## config.mk

```make
export PLATFORM = sky130hd
export DESIGN_NAME = parport_multi_avalon
export DESIGN_NICKNAME = d
export VERILOG_FILES = /design/src/rtl/parport_multi_avalon.sv
export SDC_FILE = /design/constraint.sdc
export NUM_CORES = 1
export LEC_CHECK = 0
export BUFFER_PORTS_ARGS = -buffer_cell sky130_fd_sc_hd__buf_2
export CORE_ASPECT_RATIO = 1.75
export CORE_MARGIN = 4
export CORE_UTILIZATION = 42
export DETAILED_ROUTE_END_ITERATION = 7
export SLEW_MARGIN = 40
export SYNTH_ARGS = -nofsm -noshare
export SYNTH_HDL_FRONTEND = slang
export SYNTH_SLANG_ARGS = --single-unit
```

## constraint.sdc

```tcl
create_clock -name clk -period 1.4 [get_ports clk]
set_clock_uncertainty 0.05 [all_clocks]
set_input_delay 0.28 -clock clk [delete_from_list [all_inputs] [get_ports clk]]
set_output_delay 0.28 -clock clk [all_outputs]
set_load 0.01 [all_outputs]
```

## src/rtl/parport_multi_avalon.sv

```systemverilog
// -----------------------------------------------------------------------------
// parport_multi_avalon
//
// Multi-channel programmable parallel port behind an Avalon-MM slave.
// Each channel has a direction register, an output data register with
// atomic set/clear/toggle aliases, a 2-flop synchronized view of the pads,
// rising-edge capture and an interrupt mask. The top level owns the tristate
// buffers; this block only produces data and enable vectors.
//
// Register map, word address = ch*8 + reg:
//   0 DIR    r/w  1 = output
//   1 PIN    ro   synchronized pad state (independent of DIR)
//   2 PORT   r/w  output data
//   3 SET    wo   PORT |= wd
//   4 CLR    wo   PORT &= ~wd
//   5 TOGGLE wo   PORT ^= wd
//   6 MASK   r/w  interrupt mask
//   7 EDGE   r/w1c captured rising edges
// Write-only registers and channels >= NUM_CH read as 0.
//
// Ports:
//   clk         system clock, rising edge
//   reset_n     asynchronous active-low reset
//   address     word address (ADDR_W bits)
//   chipselect  slave select
//   read        read strobe (qualified by chipselect)
//   write       write strobe (qualified by chipselect)
//   writedata   32-bit write data, bits above WIDTH ignored
//   readdata    registered read data, 1-cycle latency, holds when idle
//   pins_in     pad inputs, channel c at [c*WIDTH +: WIDTH]
//   pins_out    PORT registers
//   pins_oe     DIR registers
//   irq         registered OR over channels of (EDGE & MASK)
// -----------------------------------------------------------------------------
module parport_multi_avalon #(
    parameter int NUM_CH = 3,
    parameter int WIDTH  = 8,
    parameter int ADDR_W = 5
) (
    input  logic                    clk,
    input  logic                    reset_n,
    input  logic [ADDR_W-1:0]       address,
    input  logic                    chipselect,
    input  logic                    read,
    input  logic                    write,
    input  logic [31:0]             writedata,
    output logic [31:0]             readdata,
    input  logic [NUM_CH*WIDTH-1:0] pins_in,
    output logic [NUM_CH*WIDTH-1:0] pins_out,
    output logic [NUM_CH*WIDTH-1:0] pins_oe,
    output logic                    irq
);

    localparam int TW = NUM_CH * WIDTH;

    localparam logic [2:0] REG_DIR  = 3'd0;
    localparam logic [2:0] REG_PIN  = 3'd1;
    localparam logic [2:0] REG_PORT = 3'd2;
    localparam logic [2:0] REG_SET  = 3'd3;
    localparam logic [2:0] REG_CLR  = 3'd4;
    localparam logic [2:0] REG_TOG  = 3'd5;
    localparam logic [2:0] REG_MASK = 3'd6;
    localparam logic [2:0] REG_EDGE = 3'd7;

    // Address decode
    logic [ADDR_W-1:0] ch_num_s;
    logic [2:0]        reg_idx_s;
    logic [NUM_CH-1:0] ch_hit_s;
    logic              wr_en_s;
    logic              rd_en_s;
    logic [WIDTH-1:0]  wd_s;

    // Architectural state
    logic [TW-1:0] dir_q,  dir_d;
    logic [TW-1:0] port_q, port_d;
    logic [TW-1:0] mask_q, mask_d;
    logic [TW-1:0] edge_q, edge_d;
    logic [TW-1:0] sync1_q;
    logic [TW-1:0] sync2_q;
    logic [TW-1:0] prev_q;
    logic [31:0]   rdata_q, rdata_d;
    logic          irq_q, irq_d;

    logic [TW-1:0] rise_s;
    logic [TW-1:0] w1c_s;

    // Registers of the addressed channel, zero when no channel matches
    logic [WIDTH-1:0] sel_dir_s;
    logic [WIDTH-1:0] sel_pin_s;
    logic [WIDTH-1:0] sel_port_s;
    logic [WIDTH-1:0] sel_mask_s;
    logic [WIDTH-1:0] sel_edge_s;

    assign ch_num_s  = address >> 3'd3;
    assign reg_idx_s = address[2:0];
    assign wr_en_s   = chipselect & write;
    assign rd_en_s   = chipselect & read;
    assign wd_s      = writedata[WIDTH-1:0];

    // Writedata bits above WIDTH carry no meaning for this port.
    generate
        if (WIDTH < 32) begin : g_wd_upper
            logic unused_wd_s;
            assign unused_wd_s = ^writedata[31:WIDTH];
        end
    endgenerate

    // Per-channel address match; channels >= NUM_CH never match, so their
    // writes vanish and their reads fall through to 0.
    always_comb begin
        ch_hit_s = '0;
        for (int c = 0; c < NUM_CH; c++) begin
            ch_hit_s[c] = (ch_num_s == ADDR_W'(c));
        end
    end

    assign rise_s = sync2_q & ~prev_q;

    // Next-state for DIR/PORT/MASK and the write-1-to-clear vector
    always_comb begin
        dir_d  = dir_q;
        port_d = port_q;
        mask_d = mask_q;
        w1c_s  = '0;
        for (int c = 0; c < NUM_CH; c++) begin
            if (wr_en_s && ch_hit_s[c]) begin
                case (reg_idx_s)
                    REG_DIR:  dir_d[c*WIDTH +: WIDTH]  = wd_s;
                    REG_PORT: port_d[c*WIDTH +: WIDTH] = wd_s;
                    REG_SET:  port_d[c*WIDTH +: WIDTH] = port_q[c*WIDTH +: WIDTH] | wd_s;
                    REG_CLR:  port_d[c*WIDTH +: WIDTH] = port_q[c*WIDTH +: WIDTH] & ~wd_s;
                    REG_TOG:  port_d[c*WIDTH +: WIDTH] = port_q[c*WIDTH +: WIDTH] ^ wd_s;
                    REG_MASK: mask_d[c*WIDTH +: WIDTH] = wd_s;
                    REG_EDGE: w1c_s[c*WIDTH +: WIDTH]  = wd_s;
                    default:  w1c_s[c*WIDTH +: WIDTH]  = {WIDTH{1'b0}};
                endcase
            end else begin
                w1c_s[c*WIDTH +: WIDTH] = {WIDTH{1'b0}};
            end
        end
    end

    // Edge capture: clear is applied first so a fresh edge in the same cycle
    // as a clear still leaves the bit set.
    always_comb begin
        edge_d = (edge_q & ~w1c_s) | rise_s;
    end

    // Interrupt from the registered edge/mask state
    always_comb begin
        irq_d = |(edge_q & mask_q);
    end

    // Gather the addressed channel's registers for the read path
    always_comb begin
        sel_dir_s  = '0;
        sel_pin_s  = '0;
        sel_port_s = '0;
        sel_mask_s = '0;
        sel_edge_s = '0;
        for (int c = 0; c < NUM_CH; c++) begin
            sel_dir_s  = sel_dir_s  | (ch_hit_s[c] ? dir_q[c*WIDTH +: WIDTH]   : {WIDTH{1'b0}});
            sel_pin_s  = sel_pin_s  | (ch_hit_s[c] ? sync2_q[c*WIDTH +: WIDTH] : {WIDTH{1'b0}});
            sel_port_s = sel_port_s | (ch_hit_s[c] ? port_q[c*WIDTH +: WIDTH]  : {WIDTH{1'b0}});
            sel_mask_s = sel_mask_s | (ch_hit_s[c] ? mask_q[c*WIDTH +: WIDTH]  : {WIDTH{1'b0}});
            sel_edge_s = sel_edge_s | (ch_hit_s[c] ? edge_q[c*WIDTH +: WIDTH]  : {WIDTH{1'b0}});
        end
    end

    // Read data mux: uses pre-edge state, so a same-cycle write returns the
    // old value; readdata holds when no read is in progress.
    always_comb begin
        rdata_d = rdata_q;
        if (rd_en_s) begin
            case (reg_idx_s)
                REG_DIR:  rdata_d = 32'(sel_dir_s);
                REG_PIN:  rdata_d = 32'(sel_pin_s);
                REG_PORT: rdata_d = 32'(sel_port_s);
                REG_MASK: rdata_d = 32'(sel_mask_s);
                REG_EDGE: rdata_d = 32'(sel_edge_s);
                default:  rdata_d = 32'h0000_0000;
            endcase
        end else begin
            rdata_d = rdata_q;
        end
    end

    // Bus-visible control and status registers
    always_ff @(posedge clk or negedge reset_n) begin
        if (!reset_n) begin
            dir_q  <= '0;
            port_q <= '0;
            mask_q <= '0;
            edge_q <= '0;
        end else begin
            dir_q  <= dir_d;
            port_q <= port_d;
            mask_q <= mask_d;
            edge_q <= edge_d;
        end
    end

    // Pad synchronizer and previous-sample register for edge detection
    always_ff @(posedge clk or negedge reset_n) begin
        if (!reset_n) begin
            sync1_q <= '0;
            sync2_q <= '0;
            prev_q  <= '0;
        end else begin
            sync1_q <= pins_in;
            sync2_q <= sync1_q;
            prev_q  <= sync2_q;
        end
    end

    // Registered read data and interrupt
    always_ff @(posedge clk or negedge reset_n) begin
        if (!reset_n) begin
            rdata_q <= 32'h0000_0000;
            irq_q   <= 1'b0;
        end else begin
            rdata_q <= rdata_d;
            irq_q   <= irq_d;
        end
    end

    assign readdata = rdata_q;
    assign pins_out = port_q;
    assign pins_oe  = dir_q;
    assign irq      = irq_q;

endmodule

```

# Yosys cells after proc, flatten, opt, wreduce, memory -nomap -nowiden
# Cells that the tools add are included.
dict set report word_totals {
  output_inout_bits 81
  reg_bits 201
  in_bits 66
  wordCells 91
}
dict set report op_classes {
  n_reduce_logical 16
  eq_ne 9
  bitwise_logic 28
  mux 23
}
# operator count
set op_table {}
lappend op_table {{$mux 8} 19}
lappend op_table {{$or 8x8->8} 13}
lappend op_table {{$pmux 8 s4} 3}
lappend op_table {{$and 24x24->24} 3}
lappend op_table {{$not 24->24} 2}
lappend op_table {{$pmux 8 s5} 1}
lappend op_table {{$and 8x8->8} 3}
lappend op_table {{$or 24x24->24} 1}
lappend op_table {{$reduce_or 24->1} 1}
lappend op_table {{$xor 8x8->8} 3}
lappend op_table {{$reduce_and 2->1} 9}
lappend op_table {{$eq 3x3->1 const B} 4}
lappend op_table {{$not 8->8} 1}
lappend op_table {{$eq 3x2->1 const B} 2}
lappend op_table {{$logic_not 5->1} 1}
lappend op_table {{$reduce_bool 4->1} 1}
lappend op_table {{$eq 3x1->1 const B} 1}
lappend op_table {{$logic_and 1x1->1} 3}
lappend op_table {{$logic_not 3->1} 1}
lappend op_table {{$and 1x1->1} 2}
lappend op_table {{$eq 2x1->1 const B} 1}
lappend op_table {{$eq 2x2->1 const B} 1}

# Depth between registers and ports, before layout
dict set report logic_depth {
  depth_word 6
  mapped_depth 7
  ltp_nobuf 5
}

# Worst setup path before layout
# Ideal clock, no wire load.
dict set report synth_path {
  kind {input-to-reg}
  start {in address[2]}
  end {reg dir_q[10] (netlist: pins_oe[10])}
  arrival_time_ns 1.452
  n_path_buf 3
  setup_time_ns 0.125
  path_stages 6
  setup_slack_ns -0.227
  required_time_ns 1.225
  cell_sequence {buf_2 -> nor3_1 -> buf_2 -> nor2b_1 -> buf_2 -> mux2_2}
}
dict set report synth_between {
  elab_chain_len 2
}
# item line_no
set synth_lines {}
lappend synth_lines {{from (decl)} 42} ;# input logic [ADDR_W-1:0] address,
lappend synth_lines {{$logic_not 3->1} 127} ;# case (reg_idx_s)
lappend synth_lines {{$reduce_and 2->1 (no source line)} n/a}
lappend synth_lines {{to (signal assigned)} 196} ;# dir_q <= dir_d;
lappend synth_lines {{to (decl)} 74} ;# logic [TW-1:0] dir_q, dir_d;
# Every way passes these cells.
# A chain may end at the register's enable or synchronous reset.

# Final worst setup path
dict set report layout_path {
  start {reg port_q[8] (netlist: pins_out[8])}
  end {reg port_q[8] (netlist: pins_out[8])}
}
dict set report layout_between {
  elab_chain_len 2
  word_cells_on_any_way 4
  classes_between {mux (1); bitwise (3)}
}
# item line_no
set layout_lines {}
lappend layout_lines {{from (decl)} 75} ;# logic [TW-1:0] port_q, port_d;
lappend layout_lines {{from (signal assigned)} 197} ;# port_q <= port_d;
lappend layout_lines {{$xor 8x8->8 (tied with other cells)} 132} ;# REG_TOG: port_d[c*WIDTH +: WIDTH] = port_q[c*WIDTH +: WIDTH] ^ wd_s;
lappend layout_lines {{$pmux 8 s4 (*)} 127}
# Mark *: on every way between the ends. The rest lies on a longest branch, timed or not.

==> impl_metrics.py <==
metrics = {
    "setup_path": {
        "crit_type": "reg -> reg",
        "worst_path_max_delay_cell": "sky130_fd_sc_hd__dfrtp_1",
        "crit_path_max_fanout": 2,
        "worstPathCellList": "buf_4 > inv_1 > ha_1 > mux2i_1 > o22a_1 > a31oi_1",
        "setup.worst_path.start_class": "register",
        "worstPathArrival_ns": 1.82,
        "critPathCaptureType": "register",
        "critPathMaxStageDelay_ns": 0.40,
        "cp.required_ns": 1.69,
        "crit_buf_inv": 2,
        "critical_path.top_delay_family": "compound AO/OA/AOI/OAI gates",
    },
    "synth": {
        "synth_top_cells_by_count": "sky130_fd_sc_hd__dfrtp_1 (177), sky130_fd_sc_hd__inv_1 (60), sky130_fd_sc_hd__mux2i_1 (60)",
        "yosysWarnings": 0,
        "netlist-cell-type-count": 48,
        "synth-seq-area-share_pct": 51.3,
        "synth_ff_type": "sky130_fd_sc_hd__dfrtp_1",
        "netlist.area_leader.share_pct": 51.3,
        "ys_ff_latch": 177,
        "async_flop_share_pct": 100,
        "synth.top_cells.by_area": "sky130_fd_sc_hd__dfrtp_1 (51%), sky130_fd_sc_hd__ha_1 (7.0%), sky130_fd_sc_hd__mux2i_1 (7.0%)",
        "yosysMostFrequentCell": "sky130_fd_sc_hd__dfrtp_1",
        "synth_top_area_cell": "sky130_fd_sc_hd__dfrtp_1",
        "synth_area_sq_mm": 0.00863,
        "post_synth_inst_count": 733,
        "post_synth.cell_area_avg_sq_um": 11.8,
        "synth-edff-count": 0,
    },
    "global_route": {
        "use_met3_pct": 4.48,
        "grt_pass1_vias": 7727,
        "groute.usage.overall_pct": 24.9,
        "grt_overflow": 0,
        "grt_antenna_before_repair": 0,
        "grtUsageMet1_pct": 27.8,
        "grt_most_used_layer": "met2",
        "grt_util_met2_pct": 43.9,
        "grt_first_pass_wirelength_um": 42700,
        "largest_net_degree_at_the_start_of_global_routing": 45,
    },
    "detailed_routing": {
        "detail_route.drc_violations": 0,
        "routed_wl_um": 28400,
        "drt_pass1_iterations": 4,
        "avgViaCountPerCell": 5.52,
        "post_drt_wl_per_cell_um": 22.5,
        "drtAntennaViolNets": 0,
        "dr.first_iter.drc_count": 406,
        "num_vias": 6955,
    },
    "sta": {
        "worst-slew-pin-transition_ns": 0.597,
        "time_the_worst_path_needs_with_i_o_delays_and_setup_ns": 1.54,
        "timing_max_transition_violations_final": 0,
        "setup_slack_ns": -0.135,
        "final_min_period_over_clock_period_pct": 110,
        "finalHoldViolCount": 0,
        "unrepaired_setup_endpoints_after_global_routing": "yes",
        "hold_slack_ns": 0.233,
        "maxClockFrequency_mhz": 651,
        "timing.final.setup_violations": 35,
        "slew-limit-headroom_pct": 60.1,
    },
    "die": {
        "floorplan.initialDensity_pct": 42.6,
        "die-area_sq_mm": 0.0230,
        "die_width_um": 116,
        "area_of_the_core_sq_mm": 0.0203,
        "io_pins": 147,
        "dieHeight_um": 198,
        "fp-row-count": 69,
    },
    "power_and_ir_drop": {
        "power.internal_mw": 10.9,
        "combPwrFrac_pct": 27.4,
        "peak_supply_drop_uv": 1280,
        "totalPowerFinal_mw": 15.6,
        "net-switching-power_mw": 4.66,
        "p_leak_nw": 5.77,
        "power.switching_fraction_pct": 29.9,
        "power_density_mw_per_mm2": 1290,
        "power.share.sequential_pct": 39.6,
        "pwr-share-clk_pct": 33.0,
    },
    "placed_design": {
        "numPlacedInstances": 1175,
        "port_bufs": 98,
        "gp_congestion": 0.966,
        "detailedPlacementHpwl_um": 20600,
    },
    "cells_and_area": {
        "area_growth_from_synthesis_to_layout_pct": 40.0,
        "post_route_cells_drive_above_1_share_pct": 40.3,
        "antennaDiodeCount": 0,
        "finalNetCount": 1112,
        "finish.cell_count_without_fillers": 1259,
    },
    "clock_tree": {
        "cts.clk_slew.worst_paths_ns": 0.07,
        "cts_tree": "yes",
        "clock_sink_count": 177,
        "cts_root_buf": "sky130_fd_sc_hd__clkbuf_16",
        "clk_path_buf_depth": 2,
        "cts_buffers": 17,
        "ctsHtreeMaxLevel": 4,
        "clk_latency_ns": 0.44,
    },
    "status": {
        "run_status": "complete, but fails checks",
        "violations_in_the_final_reports": "setup timing",
    },
    "flow_run": {
        "max_cap_viol_count": 0,
    },
    "worst_hold_path": {
        "min-delay-path-class": "in -> reg",
    },
}
cell usage in the layout, fill, tap and decap left out, drive strengths merged, types with 4 or more instances in the layout:
cell	Yosys	layout
o31ai	16	16
mux2	52	52
a32oi	4	4
dlygate4sd3	0	25
inv	60	67
nor2	12	12
a22oi	21	21
nand2	20	20
o221ai	16	16
nand3b	17	17
a31oi	20	20
mux2i	60	60
ha	48	48
a21oi	13	13
o21ai	49	49
nand3	10	10
dfrtp	177	177
conb	1	24
o22a	8	8
nor2b	11	11
clkbuf	17	18
buf	50	265
o2bb2ai	14	14
a22o	9	9
a211o	8	8
layout make-up:
type | count | area [sq um]
clock inverters | 14 | 193
repair buffers | 290 | 2450
inverters | 60 | 225
well taps | 248 | 310
multi-input cells | 452 | 4030
clock buffers | 18 | 439
flip-flops and latches | 177 | 4440
fillers | 1617 | 8200
through the flow:
stage	TNS, ns	util (%)	area (sq um)	worst slack [ns]
finish	-1.50	59.6	12100	-0.135
global route	-3.18	59.6	12100	-0.185
CTS	-1.40	58.2	11800	-0.0872
detailed placement	-29.15	51.8	10500	-0.486
global placement	-28.15	51.8	10500	-0.504
floorplan	-5.02	-	8940	-0.198
metal layers:
layer / vias up / part of all wire (%)
met3: 72 / 3.9
met1: 3535 / 37
li1: 3133 / -
met4: 0 / 5.0
met2: 215 / 54
met5: - / 0
worst reg2reg max path, stage by stage, from the launching register on:
cell and delay [ns]:
sky130_fd_sc_hd__dfrtp_1 0.40, sky130_fd_sc_hd__buf_4 0.14, sky130_fd_sc_hd__inv_1 0.04, sky130_fd_sc_hd__ha_1 0.27, sky130_fd_sc_hd__mux2i_1 0.08, sky130_fd_sc_hd__o22a_1 0.20
sky130_fd_sc_hd__a31oi_1 0.25
what timing repair did:
item / CTS / global route
pin swaps: 16 / 16
setup endpoints to repair: 45 / 50
hold buffers: 25 / 0
gates resized for setup: 59 / 46
hold endpoints to repair: 95 / 0
buffers inserted: 23 / 9
power by group through the flow:
stage / sequential [mW] / clock (mW) / combinational, mW
final: 6.17 / 5.15 / 4.26
after global routing: 6.22 / 5.43 / 4.57
after CTS: 6.13 / 5.23 / 3.91
after detailed placement: 6.21 / 0 / 3.22
after global placement: 6.18 / 0 / 3.07
after floorplan: 6.25 / 0 / 1.50
sequential cells by signal (all words and copies together), names as in the netlist:
register  flops
sync2_q      24
pins_oe      24
irq           1
readdata      8
sync1_q      24
edge_q       24
pins_out     24
prev_q       24
mask_q       24
final timing paths:
check / startpoint / end / slack [ns] / depth (start not counted)
min in group asynchronous: reset_n / sync2_q[10] / 0.24 / 2
max in group asynchronous: reset_n / pins_oe[22] / 0.49 / 3
min: writedata[5] / mask_q[13] / 0.23 / 3
max: pins_out[8] / pins_out[8] / -0.14 / 6
max reg2reg: pins_out[8] / pins_out[8] / -0.14 / 6
min reg2reg: sync1_q[10] / sync2_q[10] / 0.30 / 0
cell families (layout without fill, tap and decap cells):
kind of cell / count (synthesis) / in the layout / synth area share [%]
AOI/OAI and AO/OA: 181 / 181 / 14.7
adders and majority gates: 48 / 48 / 6.96
buffers and inverters: 127 / 382 / 7.19
DFF: 177 / 177 / 51.3
muxes: 112 / 112 / 13.7
other: 1 / 24 / 0.0434
and+or+nand+nor: 87 / 87 / 6.04
Note: power is estimated with default switching activity, not from simulation.
